===== config.mk =====
export PLATFORM = sky130hd
export DESIGN_NAME = mod_symbol_gen_flat
export DESIGN_NICKNAME = d
export VERILOG_FILES = /design/src/rtl/mod_pkg.sv /design/src/rtl/mod_symbol_gen_if.sv /design/src/rtl/mod_prbs7.sv /design/src/rtl/mod_symbol_gen.sv /design/src/flat_wrapper.sv
export SDC_FILE = /design/constraint.sdc
export NUM_CORES = 1
export LEC_CHECK = 0
export CAP_MARGIN = 20
export CORE_ASPECT_RATIO = 0.8
export CORE_MARGIN = 2
export CORE_UTILIZATION = 40
export CTS_BUF_LIST = sky130_fd_sc_hd__clkbuf_8
export DETAILED_ROUTE_END_ITERATION = 12
export GPL_TIMING_DRIVEN = 0
export SKIP_LAST_GASP = 1
export SLEW_MARGIN = 25
export SYNTH_ARGS = -nofsm -noshare
export SYNTH_HDL_FRONTEND = slang
export SYNTH_SLANG_ARGS = --single-unit

===== constraint.sdc =====
create_clock -name clk -period 3.35 [get_ports clk]
set_clock_uncertainty 0.05 [all_clocks]
set_input_delay 0.335 -clock clk [delete_from_list [all_inputs] [get_ports clk]]
set_output_delay 0.335 -clock clk [all_outputs]
set_load 0.01 [all_outputs]

===== src/rtl/mod_pkg.sv =====
// Shared definitions for the baseband symbol source and its PRBS generator.
// Contents: mode encodings, run-state enum, captured-config struct, PRBS7
// tap positions and default seed, amplitude ceiling, and sample-mapping helpers.
package mod_pkg;

  localparam logic [1:0] MODE_PRBS7 = 2'd0;
  localparam logic [1:0] MODE_PAT   = 2'd1;
  localparam logic [1:0] MODE_CONST = 2'd2;

  // x^7 + x^6 + 1
  localparam int         PRBS_TAP_A    = 6;
  localparam int         PRBS_TAP_B    = 5;
  localparam logic [6:0] PRBS_SEED_DEF = 7'h7F;

  localparam logic [14:0] AMP_MAX = 15'h7FFF;  // 32767

  typedef enum logic {ST_IDLE, ST_RUN} state_t;

  // Configuration frozen at the start of each run
  typedef struct packed {
    logic [1:0]  mode;     // already normalised: reserved 3 becomes CONST
    logic [31:0] pattern;
    logic [4:0]  pat_len;
    logic [31:0] sym_div;
    logic [14:0] amp;      // saturated magnitude
    logic        ook;
  } cfg_t;

  // A magnitude with bit 15 set is clipped to the largest positive value, so
  // negation can never reach -32768.
  function automatic logic [14:0] sat_amp(input logic [15:0] amp);
    return amp[15] ? AMP_MAX : amp[14:0];
  endfunction

  function automatic logic [15:0] map_sample(input logic b, input logic [14:0] amp,
                                             input logic ook);
    if (b)        return {1'b0, amp};
    else if (ook) return 16'd0;
    else          return 16'd0 - {1'b0, amp};
  endfunction

endpackage


===== src/rtl/mod_symbol_gen_if.sv =====
// Output stream from the symbol source to the modulator data input.
//   o_valid      sample valid
//   o_data       signed sample
//   o_sym_strobe first cycle of each symbol
//   o_bit        current symbol bit (debug)
// master = symbol source, slave = modulator / observer.
interface mod_symbol_gen_if #(
  parameter int DATA_W = 16
);
  logic                     o_valid;
  logic signed [DATA_W-1:0] o_data;
  logic                     o_sym_strobe;
  logic                     o_bit;

  modport master (output o_valid, o_data, o_sym_strobe, o_bit);
  modport slave  (input  o_valid, o_data, o_sym_strobe, o_bit);
endinterface


===== src/rtl/mod_prbs7.sv =====
// PRBS7 (x^7+x^6+1) bit source. Reusable by a demodulator-side BER checker.
//   clk, rst    clock, synchronous active-high reset (loads SEED)
//   i_load      reload SEED
//   i_advance   step the sequence by one bit
//   o_bit       current bit (lfsr[6])
//   o_next_bit  bit that becomes current after the next advance (lfsr[5])
module mod_prbs7 import mod_pkg::*; #(
  parameter logic [6:0] SEED = PRBS_SEED_DEF
) (
  input  logic clk,
  input  logic rst,
  input  logic i_load,
  input  logic i_advance,
  output logic o_bit,
  output logic o_next_bit
);
  logic [6:0] lfsr_q;

  always_ff @(posedge clk) begin
    if (rst || i_load)
      lfsr_q <= SEED;
    else if (i_advance)
      lfsr_q <= {lfsr_q[5:0], lfsr_q[PRBS_TAP_A] ^ lfsr_q[PRBS_TAP_B]};
  end

  assign o_bit      = lfsr_q[6];
  assign o_next_bit = lfsr_q[5];
endmodule


===== src/rtl/mod_symbol_gen.sv =====
// Baseband symbol source feeding the modulator's signed 16-bit data input.
// Bits come from PRBS7, a 32-bit pattern or a constant; each bit is held for
// sym_div+1 clocks and mapped to +amp / -amp (or 0 in OOK).
//   clk, rst      clock, synchronous active-high reset
//   i_enable      rising edge starts a run, low stops it
//   i_mode        0 PRBS7, 1 pattern, 2/3 constant
//   i_pattern     pattern bits, bit 0 first
//   i_pat_len     pattern length minus 1
//   i_sym_div     clocks per symbol minus 1
//   i_amp         unsigned amplitude (bit 15 set saturates to 32767)
//   i_ook         bit 0 maps to 0 instead of -amp
//   out_if        output stream (valid, data, strobe, bit)
module mod_symbol_gen import mod_pkg::*; #(
  parameter int         DATA_W = 16,
  parameter logic [6:0] SEED   = PRBS_SEED_DEF
) (
  input  logic                    clk,
  input  logic                    rst,
  input  logic                    i_enable,
  input  logic [1:0]              i_mode,
  input  logic [31:0]             i_pattern,
  input  logic [4:0]              i_pat_len,
  input  logic [31:0]             i_sym_div,
  input  logic [15:0]             i_amp,
  input  logic                    i_ook,
  mod_symbol_gen_if.master        out_if
);
  state_t                   state_q;
  cfg_t                     cfg_q, cfg_in;
  logic                     en_q;
  logic [31:0]              cnt_q;
  logic [4:0]               idx_q, idx_nxt;
  logic                     valid_q, strobe_q, bit_q;
  logic signed [DATA_W-1:0] data_q;

  logic start, wrap, first_bit, cur_bit, nxt_bit, bit_d;
  logic prbs_bit, prbs_next, prbs_load, prbs_adv;

  always_comb begin
    cfg_in.mode    = (i_mode == 2'd3) ? MODE_CONST : i_mode;
    cfg_in.pattern = i_pattern;
    cfg_in.pat_len = i_pat_len;
    cfg_in.sym_div = i_sym_div;
    cfg_in.amp     = sat_amp(i_amp);
    cfg_in.ook     = i_ook;
  end

  assign start   = i_enable && !en_q;
  assign wrap    = (cnt_q == cfg_q.sym_div);
  assign idx_nxt = (idx_q == cfg_q.pat_len) ? 5'd0 : idx_q + 5'd1;

  // The LFSR only loads on the start edge, so the first symbol is taken from
  // SEED directly to make it visible in the very next cycle.
  assign first_bit = (cfg_in.mode == MODE_PRBS7) ? SEED[6] : i_pattern[0];

  // Output registers are fed with the bit the source will hold after this
  // edge: the current bit between wraps, the look-ahead bit on a wrap.
  always_comb begin
    cur_bit = cfg_q.pattern[0];
    nxt_bit = cfg_q.pattern[0];
    case (cfg_q.mode)
      MODE_PRBS7: begin cur_bit = prbs_bit;               nxt_bit = prbs_next;               end
      MODE_PAT:   begin cur_bit = cfg_q.pattern[idx_q];   nxt_bit = cfg_q.pattern[idx_nxt];   end
      default:    ;
    endcase
    bit_d = wrap ? nxt_bit : cur_bit;
  end

  assign prbs_load = (state_q == ST_IDLE) && start;
  assign prbs_adv  = (state_q == ST_RUN) && i_enable && wrap && (cfg_q.mode == MODE_PRBS7);

  mod_prbs7 #(.SEED(SEED)) u_prbs (
    .clk        (clk),
    .rst        (rst),
    .i_load     (prbs_load),
    .i_advance  (prbs_adv),
    .o_bit      (prbs_bit),
    .o_next_bit (prbs_next)
  );

  always_ff @(posedge clk) begin
    if (rst) begin
      state_q  <= ST_IDLE;
      cfg_q    <= '0;
      en_q     <= 1'b0;
      cnt_q    <= '0;
      idx_q    <= '0;
      valid_q  <= 1'b0;
      strobe_q <= 1'b0;
      bit_q    <= 1'b0;
      data_q   <= '0;
    end else begin
      en_q <= i_enable;
      case (state_q)
        ST_IDLE: begin
          if (start) begin
            state_q  <= ST_RUN;
            cfg_q    <= cfg_in;
            cnt_q    <= '0;
            idx_q    <= '0;
            valid_q  <= 1'b1;
            strobe_q <= 1'b1;
            bit_q    <= first_bit;
            data_q   <= map_sample(first_bit, cfg_in.amp, cfg_in.ook);
          end else begin
            valid_q  <= 1'b0;
            strobe_q <= 1'b0;
            bit_q    <= 1'b0;
            data_q   <= '0;
          end
        end
        default: begin
          if (!i_enable) begin
            // Stop wins over a coincident wrap: no new symbol is emitted.
            state_q  <= ST_IDLE;
            valid_q  <= 1'b0;
            strobe_q <= 1'b0;
            bit_q    <= 1'b0;
            data_q   <= '0;
          end else begin
            valid_q  <= 1'b1;
            strobe_q <= wrap;
            bit_q    <= bit_d;
            data_q   <= map_sample(bit_d, cfg_q.amp, cfg_q.ook);
            if (wrap) begin
              cnt_q <= '0;
              idx_q <= idx_nxt;
            end else begin
              cnt_q <= cnt_q + 32'd1;
            end
          end
        end
      endcase
    end
  end

  assign out_if.o_valid      = valid_q;
  assign out_if.o_data       = data_q;
  assign out_if.o_sym_strobe = strobe_q;
  assign out_if.o_bit        = bit_q;
endmodule


===== src/flat_wrapper.sv =====
// flat-port wrapper written by rule: the top's interface ports become plain ports
module mod_symbol_gen_flat import mod_pkg::*;
#(
  parameter int         DATA_W = 16,
  parameter logic [6:0] SEED   = PRBS_SEED_DEF
)
  (clk, rst, i_enable, i_mode, i_pattern, i_pat_len, i_sym_div, i_amp, i_ook, out_if_o_valid, out_if_o_data, out_if_o_sym_strobe, out_if_o_bit);
  mod_symbol_gen_if #(.DATA_W(DATA_W)) out_if_i ();
  input  logic clk;
  input  logic rst;
  input  logic i_enable;
  input  logic [1:0] i_mode;
  input  logic [31:0] i_pattern;
  input  logic [4:0] i_pat_len;
  input  logic [31:0] i_sym_div;
  input  logic [15:0] i_amp;
  input  logic i_ook;
  output wire logic [$bits(out_if_i.o_valid)-1:0] out_if_o_valid;
  output wire logic [$bits(out_if_i.o_data)-1:0] out_if_o_data;
  output wire logic [$bits(out_if_i.o_sym_strobe)-1:0] out_if_o_sym_strobe;
  output wire logic [$bits(out_if_i.o_bit)-1:0] out_if_o_bit;
  assign out_if_o_valid = out_if_i.o_valid;
  assign out_if_o_data = out_if_i.o_data;
  assign out_if_o_sym_strobe = out_if_i.o_sym_strobe;
  assign out_if_o_bit = out_if_i.o_bit;
  mod_symbol_gen #(.DATA_W(DATA_W), .SEED(SEED)) u_core (.clk(clk), .rst(rst), .i_enable(i_enable), .i_mode(i_mode), .i_pattern(i_pattern), .i_pat_len(i_pat_len), .i_sym_div(i_sym_div), .i_amp(i_amp), .i_ook(i_ook), .out_if(out_if_i));
endmodule

==> results.ini <==
[outcome]
outcome = completed

[critical_path]
end_kind = flip-flop
cp_common_cell = buf_6
rr_worst_depth = 13
crit_cells = 13
crit_family = compound AO/OA/AOI/OAI gates
max_stage_delay_ps = 370
cp.arrival_ps = 3510
reg2reg_from = u_core.idx_q[1]$_SDFFE_PP0P_
cp_slowest_cell = dfxtp_4
worst-path-buf-inv = 2
path_class = reg2reg
crit_fanout = 10
crit_required_ps = 3610
regToRegEndpoint = u_core.out_if.o_data[12]$_SDFF_PP0_
start_kind = flip-flop
r2r_slack_ps = 100
cp_cell_sequence = ha_1 > buf_6 > xor2_4 > mux2i_1 > o21ai_0 > and3b_1 > a22o_1 > nor4b_4 > a31oi_4 > buf_6 > o31a_1 > a221oi_2 > o22ai_2

[sta]
fmax_mhz = 308
post-route-min-period_ps = 3250
setup_viol = 0
finalCritPeriodShare_pct = 97.0
tns_ps = 0
tightest_slew_ps = 861
finalWorstSetupSlack_ps = 99.1
hold_viol_final = 0
maxSlewViolCount = 0
timing.hold.ws_ps = 356
relSlewSlack_pct = 42.2

[grt]
gr-total-overflow = 0
grt_max_degree = 17
antenna_found_initial = 0
grt_pass1_wl_mm = 39.2
gr-usage-all-layers_pct = 23.8
grt_pass1_vias = 7175

[floorplan]
die_h_um = 130
pin_count = 110
dieArea_um2 = 21000
rows = 46
die_x_um = 161
start_util_pct = 40.4
core_um2 = 19600

[clock_network]
cts-root-buf = clkbuf_8
clock_sinks = 151
tritoncts = done
clk_path_buf_depth = 2
htree_levels = 4
clock_latency_ps = 470
clkTransAtPathRegs_ps = 90
numCtsBuffers = 17

[synthesis]
ys_ff_latch = 151
syn_area_um2 = 7930
synthArstFlopShare_pct = 0
synth.distinct_cells = 60
yosys_warnings = 0
synth_edf_count = 0
yosys_most_used_dff = dfxtp_1
synth-seq-area-share_pct = 38.1
syn_avg_cell_area_um2 = 7.71
netlist_instances = 1029
syn_nets = 1124

[placed_design]
dp_cells = 1401
gp_congestion = 0.900
post-place-ws_ps = -878
placed_cell_area_um2 = 9350
port_buffers = 108
place_hpwl_mm = 18.1

[final_layout]
syn_to_final_growth_pct = 26.3
final_cell_mix = nand2_1, dfxtp_1, a21oi_1, nor2_1, clkdlybuf4s50_1
antenna_cells = 0
fillers = 1980
mostFrequentLayoutCell = nand2_1
final_nets = 1258
stdcell_count = 1440
fin_area_um2 = 10000
drive_above_1_share_pct = 9.01

[pwr]
ir_drop_mv = 0.222
power_density_nw_per_um2 = 407
power.leakage_nw = 3.61

[detailed_routing]
viasPerCell = 5.52
totalWireLength_mm = 24.7
routed-via-count = 7943
initialDrtViolationCount = 594
first_pass_iters = 5
ant_nets = 0
drc = 0
wl_per_cell_um = 17.2

[run]
maxCapViolCount = 0

[min_path]
min_delay_path_depth = 3
worstHoldStart = i_pattern[15]
hp-class = in2reg
whs_endpoint = u_core.cfg_q[68]$_SDFFE_PP0P_

==> cell usage after synthesis (all sizes together), types with 4 or more instances <==
cell    number  share of area [%]
buf         12               0.71
nor4        14                1.1
nand2b       5               0.39
o21a         4               0.38
nand2      210                9.9
nand3       16                1.0
or3         14                1.4
nor2       111                5.3
mux4         9                2.6
o21ai       34                2.1
dfxtp      151                 38
o22ai       14                1.1
a22oi        7               0.66
nor2b        5               0.39
a211oi      28                2.7
a311oi      13                1.4
o31ai        4               0.38
and3         8               0.63
clkbuf      61                2.9
a21oi      112                7.1
inv          9               0.43
nor3b        8               0.76
mux2i       16                2.0
ha           4               0.63
nor3        28                1.8
o31a        10                1.1
and4         4               0.44
xor2        39                4.3
xnor2       11                1.2
a221oi       8               0.88
a31oi        4               0.32
nand3b       4               0.38
nand4       10               0.87
and2         4               0.32
==> worst register-to-register path, delay by kind of cell (launching register included) <==
| kind | cells | cell delay (ps) |
|---|---|---|
| compound gates | 6 | 1140 |
| xor+xnor | 1 | 200 |
| fa+ha+maj | 1 | 180 |
| buf+inv | 2 | 320 |
| flops | 1 | 370 |
| mux | 1 | 260 |
| simple gates | 2 | 550 |
==> registers in the layout (all words and copies together), names as in the netlist <==
register,count
u_core.u_prbs.lfsr_q,7
u_core.cnt_q,32
u_core.out_if.o_bit,1
u_core.out_if.o_sym_strobe,1
u_core.state_q,1
u_core.cfg_q,87
u_core.en_q,1
u_core.out_if.o_data,16
u_core.idx_q,5
==> kinds of logic (layout without fill, tap and decap cells) <==
logic type,after synthesis,in the layout,synth area share (%)
mux,26,26,4.72
compound gates,265,265,21.1
simple gates,451,451,25.9
fa+ha+maj,4,4,0.631
buf+inv,82,229,4.02
xor+xnor,50,50,5.52
flops,151,151,38.1
==> power breakdown <==
part	leakage (nW)	switching (W)	internal (W)	total, W
sequential	1.24	0.0000609	0.00187	0.00193
combinational	2.19	0.000415	0.000328	0.000743
clock	0.187	0.000728	0.000671	0.00140
==> layout make-up <==
type / instances / area, um^2 / area share (%)
repair buffers: 118 / 1160 / 11.5
inverters: 9 / 33.8 / 0.337
plain buffers: 70 / 293 / 2.92
well taps: 264 / 330 / 3.30
clock buffers: 18 / 248 / 2.47
multi-input cells: 796 / 4780 / 47.8
clock inverters: 14 / 135 / 1.35
flip-flops and latches: 151 / 3030 / 30.3
==> metal layers <==
metal | global-route usage, % | wire (um) | vias up
li1 | - | - | 3920
met1 | 35.2 | 12200 | 3700
met2 | 34.9 | 10400 | 293
met3 | 4.83 | 1760 | 30
met4 | 7.30 | 367 | 0
met5 | 0 | 0 | -
==> worst max path at each step <==
stage                                                to  slack (ps)                          start
finish              u_core.out_if.o_data[12]$_SDFF_PP0_         100   u_core.idx_q[1]$_SDFFE_PP0P_
detailed placement  u_core.out_if.o_data[11]$_SDFF_PP0_        -880  u_core.cnt_q[14]$_SDFFE_PP0P_
global route        u_core.out_if.o_data[12]$_SDFF_PP0_         -20   u_core.idx_q[1]$_SDFFE_PP0P_
CTS                 u_core.out_if.o_data[12]$_SDFF_PP0_           2   u_core.idx_q[4]$_SDFFE_PP0P_
global placement    u_core.out_if.o_data[12]$_SDFF_PP0_        -910  u_core.cnt_q[14]$_SDFFE_PP0P_
floorplan           u_core.out_if.o_data[10]$_SDFF_PP0_         180   u_core.idx_q[1]$_SDFFE_PP0P_
==> metrics by stage <==
stage | total power (W) | util, %
global route | 0.00426 | 51.0
CTS | 0.00407 | 50.1
detailed placement | 0.00266 | 47.6
finish | 0.00407 | 51.0
floorplan | 0.00237 | -
global placement | 0.00266 | 47.6
==> timing repair <==
item | CTS | global route
hold buffers | 0 | 0
resized for setup | 16 | 39
setup endpoints to repair | 35 | 29
pin swaps | 2 | 7
buffers inserted | 4 | 6
No activity file was read; power rests on OpenSTA's default activity.
==> edit 1, RTL diff (config.mk and constraints unchanged) <==
Make the reset (`rst`) asynchronous in one clocked block. Comments in the files are not updated.
--- a/src/rtl/mod_symbol_gen.sv
+++ b/src/rtl/mod_symbol_gen.sv
@@ -78,7 +78,7 @@
     .o_next_bit (prbs_next)
   );
 
-  always_ff @(posedge clk) begin
+  always_ff @(posedge clk or posedge rst) begin
     if (rst) begin
       state_q  <= ST_IDLE;
       cfg_q    <= '0;
Check against the original RTL: differs if rst is asserted again (counterexample within 4 cycles, from zero or initial values and one cycle with rst high); with rst held inactive, the same outputs for 4 cycles.
==> edit 1 against the unedited design <==
Area after synthesis increased by 6.3%. Count of clock-buffer cells in the layout decreased by 1. Combinational power increased by 53%. Sequential cell count unchanged. Total power increased by 18%. Routed wire length decreased by 0.81%. Setup slack got worse by 3.9 ps. Cell area increased by 5.0%. Hold slack got worse by 150 ps. Largest power group unchanged. Synthesized cell count decreased by 5.3%.
==> edit 1: results (changes against the unedited design) <==
<table>
<tr><th>Metric</th><th>Value</th></tr>
<tr><th colspan="2">Status</th></tr>
<tr><td>Result of the run</td><td>complete, no violations</td></tr>
<tr><th colspan="2">Final layout</th></tr>
<tr><td>Relative area of non-clock buffer cells in the final design</td><td>14.1% (-0.32 points)</td></tr>
<tr><td>Non-CTS buffers</td><td>175 (-6.9%)</td></tr>
<tr><td>Sequential share of cell area</td><td>35.6% (+5.3 points)</td></tr>
<tr><td>Layout overhead on the synthesized area</td><td>24.7%</td></tr>
<tr><td>Number of clock-tree buffers in the layout</td><td>17 (-1)</td></tr>
<tr><td>Clock-cell share of area</td><td>3.80% (-0.027 points)</td></tr>
<tr><td>Fraction of layout cells with a size suffix above 1</td><td>8.83% (-0.18 points)</td></tr>
<tr><td>Number of inverters outside the clock class in the layout</td><td>18 (+9)</td></tr>
<tr><td>Multi-input logic portion of the cell area</td><td>42.6% (-5.2 points)</td></tr>
<tr><th colspan="2">Global route</th></tr>
<tr><td>Maximum number of pins on one net before global-route repair</td><td>30 (+13)</td></tr>
<tr><td>Number of global-route vias before repair</td><td>7,323 (+2.1%)</td></tr>
<tr><td>Global-route usage over all layers</td><td>22.6% (-1.2 points)</td></tr>
<tr><th colspan="2">Yosys</th></tr>
<tr><td>Ranking of synthesized cells by area</td><td>sky130_fd_sc_hd__dfrtp_1 (43%), sky130_fd_sc_hd__nand2_1 (12%), sky130_fd_sc_hd__xnor2_1 (4.1%)</td></tr>
<tr><td>Post-synthesis instance area</td><td>8430 µm² (+6.3%)</td></tr>
<tr><td>Area fraction in compound gates after synthesis</td><td>14.8% (-6.3 points)</td></tr>
<tr><td>Net count of the mapped netlist</td><td>1,069 (-4.9%)</td></tr>
<tr><td>Post-synthesis mux area share</td><td>5.94% (+1.2 points)</td></tr>
<tr><td>Area share of xor/xnor cells in the synthesized design</td><td>5.19% (-0.33 points)</td></tr>
<tr><td>Post-synthesis share of cell area spent on full adders, half adders and majority gates</td><td>0.594% (-0.038 points)</td></tr>
<tr><td>Most numerous cell types in the synthesized netlist</td><td>sky130_fd_sc_hd__nand2_1 (277), sky130_fd_sc_hd__dfrtp_1 (144), sky130_fd_sc_hd__nor2_1 (70)</td></tr>
<tr><th colspan="2">Route</th></tr>
<tr><td>Number of vias per cell</td><td>5.49 (-0.52%)</td></tr>
<tr><td>Aggregate routed wire length</td><td>24,500 µm (-0.81%)</td></tr>
<tr><th colspan="2">Power and ir drop</th></tr>
<tr><td>P_seq</td><td>2.20 mW (+14%)</td></tr>
<tr><th colspan="2">Placement</th></tr>
<tr><td>Worst Setup Slack post-DPL</td><td>-1010 ps (-136 ps)</td></tr>
<tr><td>Cells after DPL</td><td>1,356 (-3.2%)</td></tr>
<tr><th colspan="2">STA</th></tr>
<tr><td>Slew margin rel.</td><td>33.7% (-8.5 points)</td></tr>
<tr><th colspan="2">Worst setup path</th></tr>
<tr><td>WP data arrival</td><td>3550 ps (+40 ps)</td></tr>
<tr><td>Slowest cell on the critical path</td><td>sky130_fd_sc_hd__clkdlybuf4s50_1</td></tr>
</table>
-- edit 1: changes by cell type after synthesis, moves of 28 or more --
cell	unedited run	this run
sky130_fd_sc_hd__dfrtp_1	0	144
sky130_fd_sc_hd__dfxtp_1	151	7
sky130_fd_sc_hd__a21oi_1	112	29
sky130_fd_sc_hd__nand2_1	210	277
sky130_fd_sc_hd__nor2_1	110	70
sky130_fd_sc_hd__xnor2_1	11	39
sky130_fd_sc_hd__xor2_1	39	11
-- edit 1: cells by family (layout without fill, tap and decap cells) --
family / Yosys count / after routing
AO/OA/AOI/OAI: 184 / 184
XOR/XNOR: 50 / 50
adder cells (fa/ha/maj): 4 / 4
buffers and inverters: 77 / 224
flip-flops: 151 / 151
multiplexers: 31 / 31
AND/OR/NAND/NOR: 477 / 477
-- edit 1: per-layer routing --
| layer | global-route usage [%] | part of all wire, % | vias up | wire, µm |
|---|---|---|---|---|
| met4 | 5.46 | 1.0 | 0 | 251 |
| met3 | 3.89 | 6.5 | 18 | 1600 |
| li1 | - | - | 3680 | - |
| met1 | 34.6 | 49 | 3644 | 12100 |
| met5 | 0 | 0 | - | 0 |
| met2 | 33.4 | 43 | 285 | 10600 |
-- edit 1: path summary, 6_finish.rpt --
kind	start	cells after the start	slack, ps	end
worst max-delay path	i_amp[15]	12	100	u_core.out_if.o_data[14]
worst min-delay path	rst	2	210	u_core.cfg_q[55]
worst max register to register	u_core.idx_q[1]	12	100	u_core.out_if.o_data[3]
worst min register to register	u_core.u_prbs.lfsr_q[4]	2	430	u_core.u_prbs.lfsr_q[5]
max in group asynchronous	rst	4	2310	u_core.cfg_q[36]
min in group clk	i_amp[9]	3	300	u_core.cfg_q[10]
-- edit 1: timing repair --
action	CTS	global route
setup buffers	0	4
resized for setup	6	26
pin swaps	0	2
cloned	0	0
endpoints found under the setup margin	39	23
==> edit 2, RTL diff (config.mk and constraints unchanged) <==
Without the edit above. Register the input `i_amp` before use, without a reset. The logic sees it one clock later. The other inputs are not delayed to match.
--- a/src/rtl/mod_symbol_gen.sv
+++ b/src/rtl/mod_symbol_gen.sv
@@ -25,6 +25,13 @@
   input  logic                    i_ook,
   mod_symbol_gen_if.master        out_if
 );
+
+  logic [15:0] i_amp_q;
+
+  always_ff @(posedge clk) begin
+    i_amp_q <= i_amp;
+  end
+
   state_t                   state_q;
   cfg_t                     cfg_q, cfg_in;
   logic                     en_q;
@@ -41,7 +48,7 @@
     cfg_in.pattern = i_pattern;
     cfg_in.pat_len = i_pat_len;
     cfg_in.sym_div = i_sym_div;
-    cfg_in.amp     = sat_amp(i_amp);
+    cfg_in.amp     = sat_amp(i_amp_q);
     cfg_in.ook     = i_ook;
   end
 
Check against the original RTL: not equivalent (Yosys sat finds a counterexample within 4 cycles, from zero or initial values and one cycle with rst high).
==> edit 2 against the unedited design <==
Utilization decreased by 0.64 points. Non-clock buffer count decreased by 13. Total power increased by 5.6%. Sequential share of layout area increased by 3.3 points. Sequential cell count increased by 16. Routed wire length decreased by 1.4%. Die area increased by 2.0%. Hold slack got worse by 100 ps. Setup slack improved by 46 ps. Cell area decreased by 0.39%. Critical path depth decreased by 2. Area after synthesis increased by 2.0%. Largest cell class unchanged.
==> edit 2: results (changes against the unedited design) <==
<table>
<tr><th>Metric</th><th>Value</th></tr>
<tr><th colspan="2">Status</th></tr>
<tr><td>Result of the run</td><td>complete, no violations</td></tr>
<tr><th colspan="2">Worst setup path</th></tr>
<tr><td>Critical path's largest stage delay</td><td>520 ps (+150 ps)</td></tr>
<tr><td>Launching point of the worst reg2reg path</td><td>u_core.idx_q[0]</td></tr>
<tr><td>Logic depth of the worst register-to-register path</td><td>11 (-2)</td></tr>
<tr><td>WP data arrival</td><td>3550 ps (+40 ps)</td></tr>
<tr><td>Setup slack on the worst flop-to-flop path</td><td>140 ps (+50 ps)</td></tr>
<tr><td>FF-to-FF End</td><td>u_core.out_if.o_data[13]</td></tr>
<tr><td>Slowest cell on the critical path</td><td>sky130_fd_sc_hd__mux4_2</td></tr>
<tr><th colspan="2">CTS</th></tr>
<tr><td>Setup bufs post-CTS</td><td>0 (-4)</td></tr>
<tr><th colspan="2">Yosys</th></tr>
<tr><td>Proportion of synthesized chip area in sequential cells</td><td>41.3% (+3.2 points)</td></tr>
<tr><td>Ranking of synthesized cells by area</td><td>sky130_fd_sc_hd__dfxtp_1 (41%), sky130_fd_sc_hd__nand2_1 (9.4%), sky130_fd_sc_hd__a21oi_1 (6.7%)</td></tr>
<tr><td>Most numerous cell types in the synthesized netlist</td><td>sky130_fd_sc_hd__nand2_1 (203), sky130_fd_sc_hd__dfxtp_1 (167), sky130_fd_sc_hd__a21oi_1 (109)</td></tr>
<tr><td>Unique cell type count in the Yosys netlist</td><td>68 (+13%)</td></tr>
<tr><td>Synthesized instance count</td><td>1,009 (-1.9%)</td></tr>
<tr><th colspan="2">Placement</th></tr>
<tr><td>Port Buffers</td><td>109 (+0.93%)</td></tr>
<tr><td>Routability congestion estimate</td><td>0.921 (+2.3%)</td></tr>
<tr><td>Worst Setup Slack post-DPL</td><td>-236 ps (+642 ps)</td></tr>
<tr><th colspan="2">Global route</th></tr>
<tr><td>Global-route wire length before repair</td><td>38,800 µm (-0.88%)</td></tr>
<tr><td>Number of global-route vias before repair</td><td>7,214 (+0.54%)</td></tr>
<tr><th colspan="2">Route</th></tr>
<tr><td>Number of vias per cell</td><td>5.53 (+0.24%)</td></tr>
<tr><th colspan="2">Min path</th></tr>
<tr><td>Worst hold start</td><td>i_amp[13]</td></tr>
<tr><td>Hold Path Stages</td><td>1 (-2)</td></tr>
<tr><td>Worst Hold Endpoint</td><td>u_core.i_amp_q[13]</td></tr>
<tr><th colspan="2">Power and ir drop</th></tr>
<tr><td>Leak</td><td>3.65 nW (+1.1%)</td></tr>
<tr><th colspan="2">Final layout</th></tr>
<tr><td>Fraction of layout cells with a size suffix above 1</td><td>5.74% (-3.3 points)</td></tr>
<tr><td>Filler Cell Count</td><td>1,998 (+0.91%)</td></tr>
</table>
-- edit 2: changes by cell type after synthesis, sizes merged, moves of 9 or more --
cell	delta
o31a	-10
nor2	-25
dfxtp	+16
o22ai	-10
a211oi	-9
clkbuf	-11
-- edit 2: worst max path at each step --
stage | start | endpoint | slack (ps) | cells past startpoint
final | u_core.idx_q[0] | u_core.out_if.o_data[13] | 140 | 11
after global routing | u_core.idx_q[0] | u_core.out_if.o_data[12] | -20 | 11
after floorplan | u_core.idx_q[0] | u_core.out_if.o_data[13] | 350 | 11
after CTS | u_core.i_amp_q[15] | u_core.out_if.o_data[12] | -10 | 11
after global placement | u_core.idx_q[0] | u_core.out_if.o_data[13] | -200 | 11
after detailed placement | u_core.idx_q[0] | u_core.out_if.o_data[13] | -240 | 11
-- edit 2: area by class of cell --
| cell class | count | area [µm²] | share of cell area (%) |
|---|---|---|---|
| buffer | 66 | 278 | 2.78 |
| clock buffer | 20 | 275 | 2.76 |
| clock inverter | 12 | 128 | 1.28 |
| inverter | 13 | 48.8 | 0.489 |
| multi-input combinational | 763 | 4480 | 44.9 |
| sequential | 167 | 3350 | 33.6 |
| tap | 264 | 330 | 3.31 |
| timing repair buffer | 109 | 1090 | 10.9 |
-- edit 2: cells by family (layout without fill, tap and decap cells) --
family	after synthesis	in the layout	synth area share, %
DFF	167	167	41.3
xor gates and xnor gates	48	48	5.29
adders and majority gates	4	4	0.619
AOI/OAI and AO/OA	252	252	19.8
muxes	28	28	4.89
and+or+nand+nor	431	431	24.1
buffers and inverters	79	220	3.98
-- edit 2: power groups by stage --
stage	sequential, mW	clock [mW]	combinational [mW]
6_report	2.16	1.49	0.651
5_1_grt	2.18	1.61	0.716
4_1_cts	2.16	1.52	0.641
3_5_place_dp	2.21	0	0.637
3_3_place_gp	2.20	0	0.633
2_1_floorplan	2.18	0	0.358
-- edit 2: metal layers --
layer,part of all wire (%),track usage (%),up-vias
met4,1.6,6.19,0
met1,49,35.3,3639
met3,9.6,5.62,33
met5,0,0,-
li1,-,-,3848
met2,40,32.0,298
-- edit 2: repair_timing --
item                       in CTS  in global routing
hold endpoints to repair        0                  0
gates resized for setup         5                  9
setup endpoints to repair      14                  8
-- edit 2: worst max-delay path, delay by kind of cell, from the launching register on --
| kind | cells | cell delay [ps] |
|---|---|---|
| DFF | 1 | 420 |
| adders and majority gates | 1 | 200 |
| muxes | 2 | 670 |
| xor gates and xnor gates | 1 | 220 |
| buffers and inverters | 2 | 370 |
| and+or+nand+nor | 1 | 480 |
| AOI/OAI and AO/OA | 4 | 730 |
